--- config.mk ---
export PLATFORM = sky130hd
export DESIGN_NAME = padartha_dispatch_arbiter
export DESIGN_NICKNAME = d
export VERILOG_FILES = /design/src/rtl/padartha_dispatch_arbiter.sv
export SDC_FILE = /design/constraint.sdc
export NUM_CORES = 1
export LEC_CHECK = 0
export BUFFER_PORTS_ARGS = -buffer_cell sky130_fd_sc_hd__buf_2
export CAP_MARGIN = 20
export CORE_MARGIN = 2
export CORE_UTILIZATION = 45
export DETAILED_ROUTE_END_ITERATION = 8
export GPL_ROUTABILITY_DRIVEN = 0
export PLACE_DENSITY_LB_ADDON = 0.08
export SLEW_MARGIN = 15
export SYNTH_ARGS = -nofsm -noshare
export SYNTH_HDL_FRONTEND = slang
export SYNTH_SLANG_ARGS = --single-unit
--- constraint.sdc ---
create_clock -name clk -period 6.1 [get_ports clk]
set_input_delay 1.22 -clock clk [delete_from_list [all_inputs] [get_ports clk]]
set_output_delay 1.22 -clock clk [all_outputs]
set_load 0.01 [all_outputs]
--- src/rtl/padartha_dispatch_arbiter.sv ---
// Round-robin dispatcher: grants one of four requesters, issues its object to the
// classifier, waits with a hang timeout, returns the result, and manages the paramanu lock.
module padartha_dispatch_arbiter #(
  parameter int DATA_WIDTH     = 32,
  parameter int NUM_REQ        = 4,
  parameter int TIMEOUT_CYCLES = 16
) (
  input  logic                          clk,
  input  logic                          rst,
  input  logic [NUM_REQ-1:0]            req_valid,
  input  logic [NUM_REQ*DATA_WIDTH-1:0] req_data,
  input  logic [NUM_REQ*8-1:0]          req_id,
  output logic [NUM_REQ-1:0]            req_ready,
  output logic [DATA_WIDTH-1:0]         eng_object_data,
  output logic [7:0]                    eng_object_id,
  output logic                          eng_object_valid,
  input  logic                          eng_classified,
  input  logic [2:0]                    eng_padartha,
  input  logic [3:0]                    eng_certainty,
  output logic [NUM_REQ-1:0]            rsp_valid,
  output logic [2:0]                    rsp_padartha,
  output logic [3:0]                    rsp_certainty,
  output logic                          atomic_owner_valid,
  output logic [1:0]                    atomic_owner,
  output logic                          timeout_err,
  output logic                          busy
);

  localparam int CW = $clog2(TIMEOUT_CYCLES + 1);
  localparam logic [2:0] ABHAVA = 3'd6;

  typedef enum logic [1:0] {IDLE, ISSUE, WAIT, RESPOND} state_t;

  state_t          state_q, state_d;
  logic [1:0]      rr_ptr_q;
  logic [1:0]      winner_q;
  logic [CW-1:0]   cnt_q;
  logic            timed_out_q;
  logic [3:0]      eligible;
  logic            grant_found;
  logic [1:0]      grant_idx;
  logic [1:0]      arb_idx;
  logic            cnt_hit;
  logic [3:0]      cmd_nibble;

  assign cnt_hit    = (cnt_q == CW'(TIMEOUT_CYCLES - 1));
  assign cmd_nibble = eng_object_data[31:28];
  assign busy       = (state_q != IDLE);

  // While the lock is held only the owner may compete.
  always_comb begin
    eligible    = atomic_owner_valid ? (req_valid & (4'b0001 << atomic_owner)) : req_valid;
    grant_found = 1'b0;
    grant_idx   = rr_ptr_q;
    arb_idx     = rr_ptr_q;
    for (int unsigned i = 0; i < 4; i++) begin
      arb_idx = rr_ptr_q + 2'(i);
      if (!grant_found && eligible[arb_idx]) begin
        grant_found = 1'b1;
        grant_idx   = arb_idx;
      end
    end
  end

  // Pulse outputs are masked while rst is high so the block is silent during reset.
  always_comb begin
    state_d          = state_q;
    req_ready        = '0;
    eng_object_valid = 1'b0;
    rsp_valid        = '0;
    timeout_err      = 1'b0;
    case (state_q)
      IDLE: begin
        if (grant_found && !rst) begin
          req_ready[grant_idx] = 1'b1;
          state_d              = ISSUE;
        end
      end
      ISSUE: begin
        eng_object_valid = !rst;
        state_d          = WAIT;
      end
      WAIT: begin
        if (eng_classified) begin
          state_d = RESPOND;
        end else if (cnt_hit) begin
          timeout_err = !rst;
          state_d     = RESPOND;
        end
      end
      RESPOND: begin
        rsp_valid[winner_q] = !rst;
        state_d             = IDLE;
      end
      default: state_d = IDLE;
    endcase
  end

  always_ff @(posedge clk) begin
    if (rst) begin
      state_q            <= IDLE;
      rr_ptr_q           <= '0;
      winner_q           <= '0;
      cnt_q              <= '0;
      timed_out_q        <= 1'b0;
      eng_object_data    <= '0;
      eng_object_id      <= '0;
      rsp_padartha       <= ABHAVA;
      rsp_certainty      <= '0;
      atomic_owner_valid <= 1'b0;
      atomic_owner       <= '0;
    end else begin
      state_q <= state_d;
      case (state_q)
        IDLE: begin
          if (grant_found) begin
            winner_q        <= grant_idx;
            eng_object_data <= req_data[grant_idx*DATA_WIDTH +: DATA_WIDTH];
            eng_object_id   <= req_id[grant_idx*8 +: 8];
          end
        end
        ISSUE: begin
          cnt_q       <= '0;
          timed_out_q <= 1'b0;
        end
        WAIT: begin
          if (eng_classified) begin
            rsp_padartha  <= eng_padartha;
            rsp_certainty <= eng_certainty;
          end else if (cnt_hit) begin
            rsp_padartha  <= ABHAVA;
            rsp_certainty <= '0;
            timed_out_q   <= 1'b1;
          end else begin
            cnt_q <= cnt_q + 1'b1;
          end
        end
        RESPOND: begin
          rr_ptr_q <= winner_q + 2'd1;
          // Release is honoured even after a timeout; acquire only on a real result.
          if (atomic_owner_valid && atomic_owner == winner_q && cmd_nibble == 4'h9) begin
            atomic_owner_valid <= 1'b0;
          end else if (!timed_out_q && !atomic_owner_valid && cmd_nibble == 4'hF) begin
            atomic_owner_valid <= 1'b1;
            atomic_owner       <= winner_q;
          end
        end
        default: ;
      endcase
    end
  end

endmodule

======== Yosys cells after proc, flatten, opt, wreduce, memory -nomap -nowiden ========
Index checks and enable logic that the tools add are counted.
storage, ports and cells
  register bits after elaboration ......... 62
  input port bits ......................... 174
  output and inout bits ................... 61
  word-level logic and storage cells ...... 113
cells by class
  add/subtract/negate cells ............... 5
  magnitude comparators ................... 8
  eq/ne operators ......................... 12
  shift operators ......................... 3
  muxes and demuxes ....................... 43
  bitwise operators ....................... 3
  reduce and logical (&&, ||, !) cells .... 28
operators with widths
  cell                 number
  $shiftx 128x8->32    1
  $shiftx 32x6->8      1
  $mux 4               6
  $lt 2x3->1 const B   6
  $mux 1               18
  $mux 2               6
  $logic_and 1x1->1    10
  $mux 5               2
  $pmux 5 s2           1
  $reduce_and 3->1     3
  $and 4x4->4          2
  $bmux 1 s2           4
  $eq 4x4->1 const B   2
  $ne 2x2->1 const B   4
  $pmux 2 s4           1
  $reduce_and 2->1     4
  $reduce_bool 2->1    4
  $logic_not 1->1      6
  $mux 3               2
  $add 5x1->5 const B  1
  $eq 5x4->1 const B   1
  $add 2x1->2 const B  2
  $add 2x2->2 const B  2
  $demux 1 s2          2
  other kinds (9)      11

======== Logic depth before layout (Yosys ltp) ========
Gate-level depths: netlist of the first run.
  depth after elaboration ................. 21
  mapped depth ............................ 9
  mapped depth without buffers ............ 8

======== Worst setup path before layout of the first run ========
No wires, ideal clock.
  kind .................................... input-to-output
  start point ............................. in req_valid[0]
  end point ............................... out req_ready[1]
  arrival time ............................ 2.574 ns
  data required time ...................... 4.880 ns
  path slack .............................. 2.306 ns
  stages .................................. 6
  buffers on the path ..................... 2
  cell sequence ........................... buf_2 -> o21ba_2 -> a311oi_1 -> o211ai_1 -> a21oi_2 -> buf_2
between the ends
  longest elaborated chain between the ends .. 20
  elaborated cells between the ends (all ways) .. 31
  those cells by class .................... 2 x order compare; 20 x mux; 1 x bitwise; 8 x reduce/logical
RTL lines
  item                                                                   line  text
  start, declared                                                        10    input logic [NUM_REQ-1:0] req_valid,
  $and 4x4->4                                                            52    eligible = atomic_owner_valid ? (req_valid & (4'b0001 << atomic_owner)) : req_valid;
  $mux 4 *                                                               52
  $bmux 1 s2                                                             58    if (!grant_found && eligible[arb_idx]) begin
  $mux 1 (not written as such)                                           58
  $mux 1                                                                 58
  $logic_not 1->1                                                        58
  $logic_and 1x1->1                                                      58
  $mux 1                                                                 58
  [... 4 more ...]                                                       n/a
  $logic_and 1x1->1                                                      58
  $mux 2                                                                 58
  $lt 2x3->1 (not written as such) / $ge 2x1->1 (equally long branches)  75    req_ready[grant_idx] = 1'b1;
  $logic_and 1x1->1 (not written as such)                                75
  $mux 1 (not written as such)                                           75
  $demux 1 s2                                                            75
  $mux 4 *                                                               74    if (grant_found && !rst) begin
  $mux 4 *                                                               72    case (state_q)
  end, declared                                                          13    output logic [NUM_REQ-1:0] req_ready,
Mark *: on every way between the ends. The rest lies on a longest branch, timed or not. The select of a mux whose other input is x is not followed.

======== Worst setup path in the final report of the first run ========
  start point ............................. in req_valid[1]
  end point ............................... out req_ready[3]
Same word-level chain as after synthesis.

==> flow_summary.toml, run 1 <==
[route]
first_pass_iters = 5
antenna_left = 0
drc = 0
post_drt_wl_per_cell_um = 15.96
drt_wl_total_um = 13280
drt_iter0_markers = 209
num_vias = 4685
routed_via_density = 5.631

[floorplanning]
core_um2 = 9109
die_h_um = 100.1
initial_utilization_pct = 45.59
die-area_um2 = 10010
ios = 235
die_x_um = 100.1
rows = 35

[final_layout]
synthToLayoutAreaGrowth_pct = 33.62
drive_above_1_share_pct = 37.59
stdcell_count = 832
antenna_cells = 0
nets = 900
multi_input_area_um2 = 2422
n_fill_cell = 886
regArea_um2 = 1241

[power_and_ir_drop]
power_leakage_uw = 0.002731
irDropWorstVdd_mv = 0.1271
pwr_density_cell_nw_per_um2 = 303.0
seqPwrFrac_pct = 35.3
swShare_pct = 36.60
pwr-share-comb_pct = 39.3
netSwitchingPower_uw = 615.4
p_int_uw = 1066
clockPowerShare_pct = 25.4

[critical_path]
worstPathArrival_ns = 3.35
worstSetupPathType = "input port to output pin"
critPathLaunchType = "input port"
required_ns = 4.88
worstPathMaxFanout = 24
crit_path_end_kind = "output pin"
rrSetupSlack_ns = 2.89
reg2reg_from = "atomic_owner[0]"
r2r-end = "eng_object_data[21]"
reg2reg_depth = 6

[global_routing]
grt_first_pass_wirelength_um = 20480
grt_overflow = 0
grt_usage_pct = 25.30
grt_max_degree = 46
first_global_vias = 4287
antenna_found_initial = 0

[synth]
synthArstFlopShare_pct = 0
syn_area_per_cell_um2 = 8.191
ys_ff_latch = 62
ys_types = 57
synth_ff_type = "dfxtp_1"
synth_edf_count = 0
yosys-top-cells-area = "dfxtp_1 (30%), a22oi_1 (8.3%), o211ai_1 (8.1%)"
yosysTopAreaCellShare_pct = 29.89
synth_seq_area_share_pct = 29.89
synth_largest_area_cell = "dfxtp_1"
synthTopCellsByCount = "inv_1 (75), dfxtp_1 (62), a22oi_1 (46), o211ai_1 (45), mux2i_1 (27)"
yosysMostFrequentCell = "inv_1"
synthCells = 507
ys_warn_count = 0
syn-num-nets = 691
netlist_area_um2 = 4153

[clock_network]
clk_path_buf_depth = 2
numCtsBuffers = 9
cts_tree = "built"
h-tree-depth = 3
postCtsSetupBuffers = 0
path_clk_slew_ns = 0.07
clkLatencyLatePin_ns = 0.33
cts.sinks = 62
holdBufCountCts = 0
cts-resized-gates = 0
root_buffer = "clkbuf_8"

[worst_hold_path]
hold_path.startpoint = "timed_out_q"
whs_path_depth = 1
whs_endpoint = "timed_out_q"
min_path_type = "register to register"

[timing]
hold_viol = 0
slew_violations = 0
setup_tns_ns = 0
hold_ws_ns = 0.4791
finalCritPeriodShare_pct = 74.97
rsz0062_at_grt = "no"
relSlewSlack_pct = 30.18
tightest_slew_ns = 1.047
setup_violations = 0
layout_min_cycle_time_ns = 4.573
fmax_mhz = 218.7
finClkSkew_ns = 0.008535

[placement]
portBuffers = 234
place.detailed.instances = 815
dpl.hpwl_um = 9862

[outcome]
status = "complete, no violations"

[run]
max_cap_violations = 0
per-layer routing:
layer  vias to the layer above  share of wire, %  GRT usage (%)  wire, um
met5                         -                 0              0         0
met4                         0               2.4          9.905       318
met3                        25               7.4          5.641       982
li1                       2298                 -              -         -
met1                      2140                44          34.32      5842
met2                       222                46          39.24      6136
critical path, cell delays in order:
cell and delay, ns:
buf_2 0.17, mux2i_1 0.12, o22ai_1 0.36, o21ai_2 0.17, nor2_2 0.11, buf_4 0.29
nand2_1 0.57, inv_1 0.16, buf_2 0.15
power groups by stage:
stage,Clock (uW),Sequential (uW),Combinational [uW]
detailed placement,0,599,662
CTS,436,592,665
global placement,0,598,651
finish,426,594,661
floorplan,0,627,373
global route,452,606,732
worst max-delay path by stage:
stage | start | cells after the start | slack (ns) | end
after floorplan | req_valid[0] | 6 | 2.31 | req_ready[1]
after CTS | req_valid[1] | 9 | 1.55 | req_ready[3]
after global routing | req_valid[0] | 9 | 1.33 | req_ready[3]
after detailed placement | req_valid[1] | 9 | 1.56 | req_ready[3]
after global placement | req_valid[1] | 9 | 1.61 | req_ready[3]
final | req_valid[1] | 9 | 1.53 | req_ready[3]
area by class of cell:
| type | count | share of cell area [%] |
|---|---|---|
| Clock buffer | 13 | 3.044 |
| Tap cell | 111 | 2.503 |
| Clock inverter | 3 | 1.172 |
| Multi-Input combinational cell | 327 | 43.65 |
| Sequential cell | 62 | 22.37 |
| Inverter | 75 | 5.073 |
| Timing Repair Buffer | 241 | 22.19 |
cells in the final DEF, fill, tap and decap left out, drive strengths merged, types with 3 or more instances in the layout:
| cell | synthesis | layout |
|---|---|---|
| buf | 17 | 241 |
| inv | 75 | 75 |
| dfxtp | 62 | 62 |
| a22oi | 46 | 46 |
| o211ai | 46 | 46 |
| mux2i | 27 | 27 |
| nor2 | 25 | 25 |
| a31oi | 25 | 25 |
| and4 | 22 | 22 |
| o221ai | 19 | 19 |
| clkbuf | 26 | 13 |
| nand2 | 12 | 12 |
| o21ai | 11 | 11 |
| ha | 10 | 10 |
| nor2b | 10 | 10 |
| nand2b | 8 | 8 |
| a21oi | 7 | 7 |
| and2 | 6 | 6 |
| o22ai | 6 | 6 |
| nor3 | 5 | 5 |
| nand3 | 5 | 5 |
| and3 | 4 | 4 |
| xor2 | 4 | 4 |
| a21o | 3 | 3 |
registers in the layout, indices dropped and copies added (netlist names):
register and flops:
rsp_certainty 4, eng_object_id 8, winner_q 2, eng_object_data 32, atomic_owner 2, rr_ptr_q 2, rsp_padartha 3, timed_out_q 1
atomic_owner_valid 1, state_q 2, cnt_q 5
per-stage QoR:
stage               area, um2  total power (uW)  util (%)  worst slack [ns]
floorplan                4153              1000         -             2.306
CTS                      5534              1693     60.76             1.552
global route             5549              1790     60.92             1.326
global placement         5300              1249     58.19             1.609
finish                   5549              1681     60.92             1.527
detailed placement       5300              1261     58.19             1.562
cell families (layout without fill, tap and decap cells):
group	after synthesis	count (layout)	share of synthesized area (%)
compound gates	180	180	32.60
buf+inv	118	332	12.11
simple gates	106	106	15.03
flops	62	62	29.89
mux	27	27	6.508
fa+ha+maj	10	10	3.013
xor+xnor	4	4	0.8435
No activity file was read; power rests on OpenSTA's default activity.
==> run 2, diff against run 1 <==
ABC_AREA = 1   (was not set)
clock period = 4.8 ns   (was 6.1 ns; I/O delays follow)
==> run 2 against run 1 <==
Register-to-register slack got worse by 1.2 ns. Critical path depth increased by 1. Sequential power grew 35%. Clock skew up 0.0017 ns. Core utilization decreased by 1.6 points. Worst hold slack is essentially flat. First-iteration DRC count is 30% higher. Cell area is 8.8% higher. Sequential share of layout area fell by 1.8 points. Clock power rose by 9.2%.
==> flow_summary.toml, run 2 <==
[outcome]
status = "complete, no violations"

[clock_network]
root_buffer = "clkbuf_8"
cts-resized-gates = 0
cts_tree = "built"
postCtsSetupBuffers = 0
numCtsBuffers = 9
clk_path_buf_depth = 2
clkLatencyLatePin_ns = 0.34
holdBufCountCts = 0
h-tree-depth = 3
cts.sinks = 62
path_clk_slew_ns = 0.08

[synth]
netlist_area_um2 = 4651
yosysMostFrequentCell = "nand2_1"
ys_types = 32
synth_ff_type = "dfxtp_1"
synthArstFlopShare_pct = 0
yosys-top-cells-area = "nand2_1 (32%), dfxtp_1 (27%), nand3_1 (16%)"
synth_seq_area_share_pct = 26.69
synth_largest_area_cell = "nand2_1"
synth_edf_count = 0
yosysTopAreaCellShare_pct = 32.36
ys_warn_count = 0
synthCells = 824
synthTopCellsByCount = "nand2_1 (401), nand3_1 (152), inv_1 (66), dfxtp_1 (62), buf_2 (26)"
ys_ff_latch = 62
syn-num-nets = 1008
syn_area_per_cell_um2 = 5.644

[final_layout]
multi_input_area_um2 = 2914
antenna_cells = 0
layout_commonest_cell = "nand2_1"
drive_above_1_share_pct = 27.05
final_cell_mix = "nand2_1 (400), buf_2 (234), nand3_1 (152), inv_1 (66), dfxtp_1 (62)"
synthToLayoutAreaGrowth_pct = 29.81
n_fill_cell = 1106
largest-register = "eng_object_data"
largest_register_ffs = 32
top_regs = "eng_object_data (32), eng_object_id (8), cnt_q (5)"
regArea_um2 = 1241
nets = 1214

[power_and_ir_drop]
pwr_density_cell_nw_per_um2 = 568.6
power_leakage_uw = 0.003655
irDropWorstVdd_mv = 0.3433

[floorplanning]
die-area_um2 = 11160
die_h_um = 105.7
ios = 235
core_um2 = 10180
initial_utilization_pct = 45.66
rows = 37
die_x_um = 105.7

[critical_path]
required_ns = 3.84
slowest_delay_ns = 0.61
worstPathMaxFanout = 41
worstSetupPathType = "register to output pin"
worstPathArrival_ns = 2.82
critPathLaunchType = "register"
critPathSlowestCell = "dfxtp_1"
cp_cell_sequence = "inv_2, nand3_1, nand3_1, nand2_2, nand2_4, nor2_8, nand3_4, nand2_2, nor3_1, buf_2"
crit_path_end_kind = "output pin"

[global_routing]
first_global_vias = 5205
grt_overflow = 0
grt_usage_pct = 26.91
antenna_found_initial = 0
grt_max_degree = 45
grt_first_pass_wirelength_um = 24450

[timing]
tightest_slew_ns = 0.5622
setup_violations = 0
hold_ws_ns = 0.4787
finClkSkew_ns = 0.01028
slew_violations = 0
fmax_mhz = 264.7
finalCritPeriodShare_pct = 78.70
relSlewSlack_pct = 62.23
hold_viol = 0
layout_min_cycle_time_ns = 3.777
setup_tns_ns = 0
rsz0062_at_grt = "no"

[worst_hold_path]
min_path_type = "register to register"

[route]
drt_iter0_markers = 271
drt_wl_total_um = 15000
routed_via_density = 4.917
first_pass_iters = 5
antenna_left = 0
num_vias = 5758
post_drt_wl_per_cell_um = 12.81
drc = 0

[placement]
dpl.hpwl_um = 10910
portBuffers = 234

[run]
max_cap_violations = 0
==> run 2: cell count changes after synthesis, moves of 16 or more <==
cell      previous run  this run
nand2_1             12       401
nand3_1              5       152
a22oi_1             46         0
o211ai_1            45         2
mux2i_1             27         0
a31oi_1             25         0
and4_1              22         0
buf_2                6        26
o221ai_1            16         0
==> run 2: stage by stage <==
stage / std cells / area (um2) / setup WS [ns] / util [%] / power [uW]
CTS: 1171 / 6037 / 0.9937 / 59.28 / 3464
finish: 1171 / 6037 / 1.023 / 59.28 / 3433
global placement: 1155 / 5838 / 1.129 / 57.32 / 2976
detailed placement: 1155 / 5838 / 1.095 / 57.32 / 2985
global route: 1171 / 6037 / 0.7880 / 59.28 / 3810
floorplan: 824 / 4651 / 1.554 / - / 2393
==> run 2: kinds of logic after synthesis <==
group	after synthesis	synth area share [%]
AOI/OAI and AO/OA	41	5.111
and+or+nand+nor	590	54.45
DFF	62	26.69
buffers and inverters	120	10.71
xor gates and xnor gates	1	0.3498
adders and majority gates	10	2.690
==> run 2: metal layers <==
metal | part of all wire, % | routed length, um | global-route usage, %
met1 | 44 | 6538 | 34.30
met3 | 7.6 | 1141 | 4.947
met2 | 47 | 7087 | 45.94
met4 | 1.5 | 229 | 8.553
met5 | 0 | 0 | 0
==> run 2: power by group <==
group          internal, uW  switching [uW]
combinational           741            1430
clock                   240             225
sequential              690             111
total                  1670            1760
==> run 2: area by class of cell <==
class,instances,area share (%)
clock inverters,7,1.244
repair buffers,244,20.64
clock buffers,9,2.052
inverters,71,4.415
well taps,136,2.819
flip-flops and latches,62,20.56
multi-input cells,642,48.27
==> run 2: critical path, delay by kind of cell, from the launching register on <==
| family | cells | cell delay, ns |
|---|---|---|
| buffers and inverters | 2 | 0.33 |
| and+or+nand+nor | 8 | 1.50 |
| DFF | 1 | 0.61 |
==> run 2: path summary, 6_finish.rpt <==
kind                                  start            endpoint  slack [ns]  cells after the start
worst min-delay path               cnt_q[1]            cnt_q[1]        0.48                      2
worst max register to register  rr_ptr_q[0]  eng_object_data[7]        1.67                     15
worst min register to register     cnt_q[1]            cnt_q[1]        0.48                      2
worst max-delay path            rr_ptr_q[0]        req_ready[0]        1.02                     10
==> run 3, diff against run 2 <==
clock period = 3.8 ns   (was 4.8 ns; I/O delays follow)
==> run 3 against run 2 <==
Sequential share of layout area fell by 0.19 points. Sequential power rose by 28%. Via count rose by 1.2%. First-iteration DRC count rose by 6.3%. Register-to-register slack got worse by 0.57 ns. Global-route usage fell by 0.18 points. Combinational power rose by 27%. Clock power rose by 56%. Worst hold slack improved by 0.0016 ns.
==> flow_summary.toml, run 3 (same netlist as run 2, synthesis figures left out) <==
[route]
post_drt_wl_per_cell_um = 12.98
first_pass_iters = 7
num_vias = 5828
drt_wl_total_um = 15220
drt_iter0_markers = 288
routed_via_density = 4.973
antenna_left = 0
drc = 0

[critical_path]
worstPathMaxFanout = 10
crit_path_end_kind = "output pin"
worstPathArrival_ns = 2.47
required_ns = 3.04
worstSetupPathType = "register to output pin"
critPathLaunchType = "register"

[final_layout]
layout_commonest_cell = "nand2_1"
nets = 1215
antenna_cells = 0
top_regs = "eng_object_data (32), eng_object_id (8), cnt_q (5)"
largest_register_ffs = 32
final_cell_mix = "nand2_1 (400), buf_2 (234), nand3_1 (152), inv_1 (66), dfxtp_1 (62)"
stdcell_count = 1172
drive_above_1_share_pct = 27.03
n_fill_cell = 1128
largest-register = "eng_object_data"
synthToLayoutAreaGrowth_pct = 31.02

[floorplanning]
die_x_um = 105.7
rows = 37
core_um2 = 10180
die-area_um2 = 11160
ios = 235
initial_utilization_pct = 45.66
die_h_um = 105.7

[clock_network]
holdBufCountCts = 0
cts_tree = "built"
numCtsBuffers = 9
clk_path_buf_depth = 2
root_buffer = "clkbuf_8"
h-tree-depth = 3
cts.sinks = 62
path_clk_slew_ns = 0.07
cts-resized-gates = 0
postCtsSetupBuffers = 0
clkLatencyLatePin_ns = 0.35

[global_routing]
grt_overflow = 0
grt_max_degree = 45
antenna_found_initial = 0
grt_usage_pct = 26.73
first_global_vias = 5116
grt_first_pass_wirelength_um = 24210

[power_and_ir_drop]
swShare_pct = 49.65
netSwitchingPower_uw = 2232
clockPowerShare_pct = 16.1
power_leakage_uw = 0.003687
finalPower_uw = 4495
pwr_density_cell_nw_per_um2 = 737.8
irDropWorstVdd_mv = 0.5923
p_int_uw = 2263
pwr-share-comb_pct = 61.3
seqPwrFrac_pct = 22.6

[timing]
rsz0062_at_grt = "no"
fmax_mhz = 310.0
finalCritPeriodShare_pct = 84.89
layout_min_cycle_time_ns = 3.226
relSlewSlack_pct = 60.99
hold_ws_ns = 0.4803
hold_viol = 0
tightest_slew_ns = 0.5807
worst_slack_ns = 0.5742
setup_tns_ns = 0
setup_violations = 0
slew_violations = 0
finClkSkew_ns = 0.004971

[placement]
portBuffers = 234
place.detailed.instances = 1156
post-place-ws_ns = 0.9110
dpl.hpwl_um = 10850

[worst_hold_path]
min_path_type = "register to register"

[run]
max_cap_violations = 0

[outcome]
status = "complete, no violations"
run 3: worst max-delay path, cell delays in order (launching register included):
cell	delay (ns)
dfxtp_1	0.63
inv_2	0.17
nand3_1	0.17
nand3_1	0.09
nand2_2	0.21
nand2_1	0.12
nand2_1	0.07
nand2_1	0.07
nand2_2	0.07
nand2_2	0.12
nor3_1	0.22
buf_2	0.17
run 3: stage by stage:
stage	utilization [%]	cell area [um2]
detailed placement	57.40	5846
global placement	57.40	5846
finish	59.83	6093
global route	59.83	6093
floorplan	-	4651
CTS	59.83	6093
run 3: layout make-up:
cell class | instances | area, um2 | share of cell area (%)
multi-input cells | 642 | 2914 | 47.82
repair buffers | 245 | 1254 | 20.57
flip-flops and latches | 62 | 1241 | 20.37
inverters | 71 | 266.5 | 4.374
well taps | 136 | 170.2 | 2.793
clock buffers | 11 | 141.4 | 2.320
clock inverters | 5 | 106.4 | 1.745
run 3: worst paths after layout:
check | endpoint | cells past startpoint | slack [ns] | start
worst min-delay path | cnt_q[1] | 2 | 0.48 | cnt_q[1]
worst min register to register | cnt_q[1] | 2 | 0.48 | cnt_q[1]
worst max register to register | eng_object_data[29] | 15 | 1.10 | rr_ptr_q[0]
worst max-delay path | req_ready[0] | 11 | 0.57 | rr_ptr_q[0]
run 3: power groups by stage:
stage / clock network [uW] / logic (uW) / registers (uW)
final: 725 / 2750 / 1020
after global routing: 769 / 3140 / 1040
after CTS: 740 / 2770 / 1020
after detailed placement: 0 / 2760 / 1030
after global placement: 0 / 2750 / 1020
after floorplan: 0 / 1940 / 1080
run 3: layer usage:
layer	global-route usage (%)	vias to the layer above	wire [um]	part of all wire [%]
li1	-	3006	-	-
met1	32.56	2534	6342	42
met2	45.85	259	7161	47
met3	6.494	29	1362	9.0
met4	9.305	0	349	2.3
met5	0	-	0	0
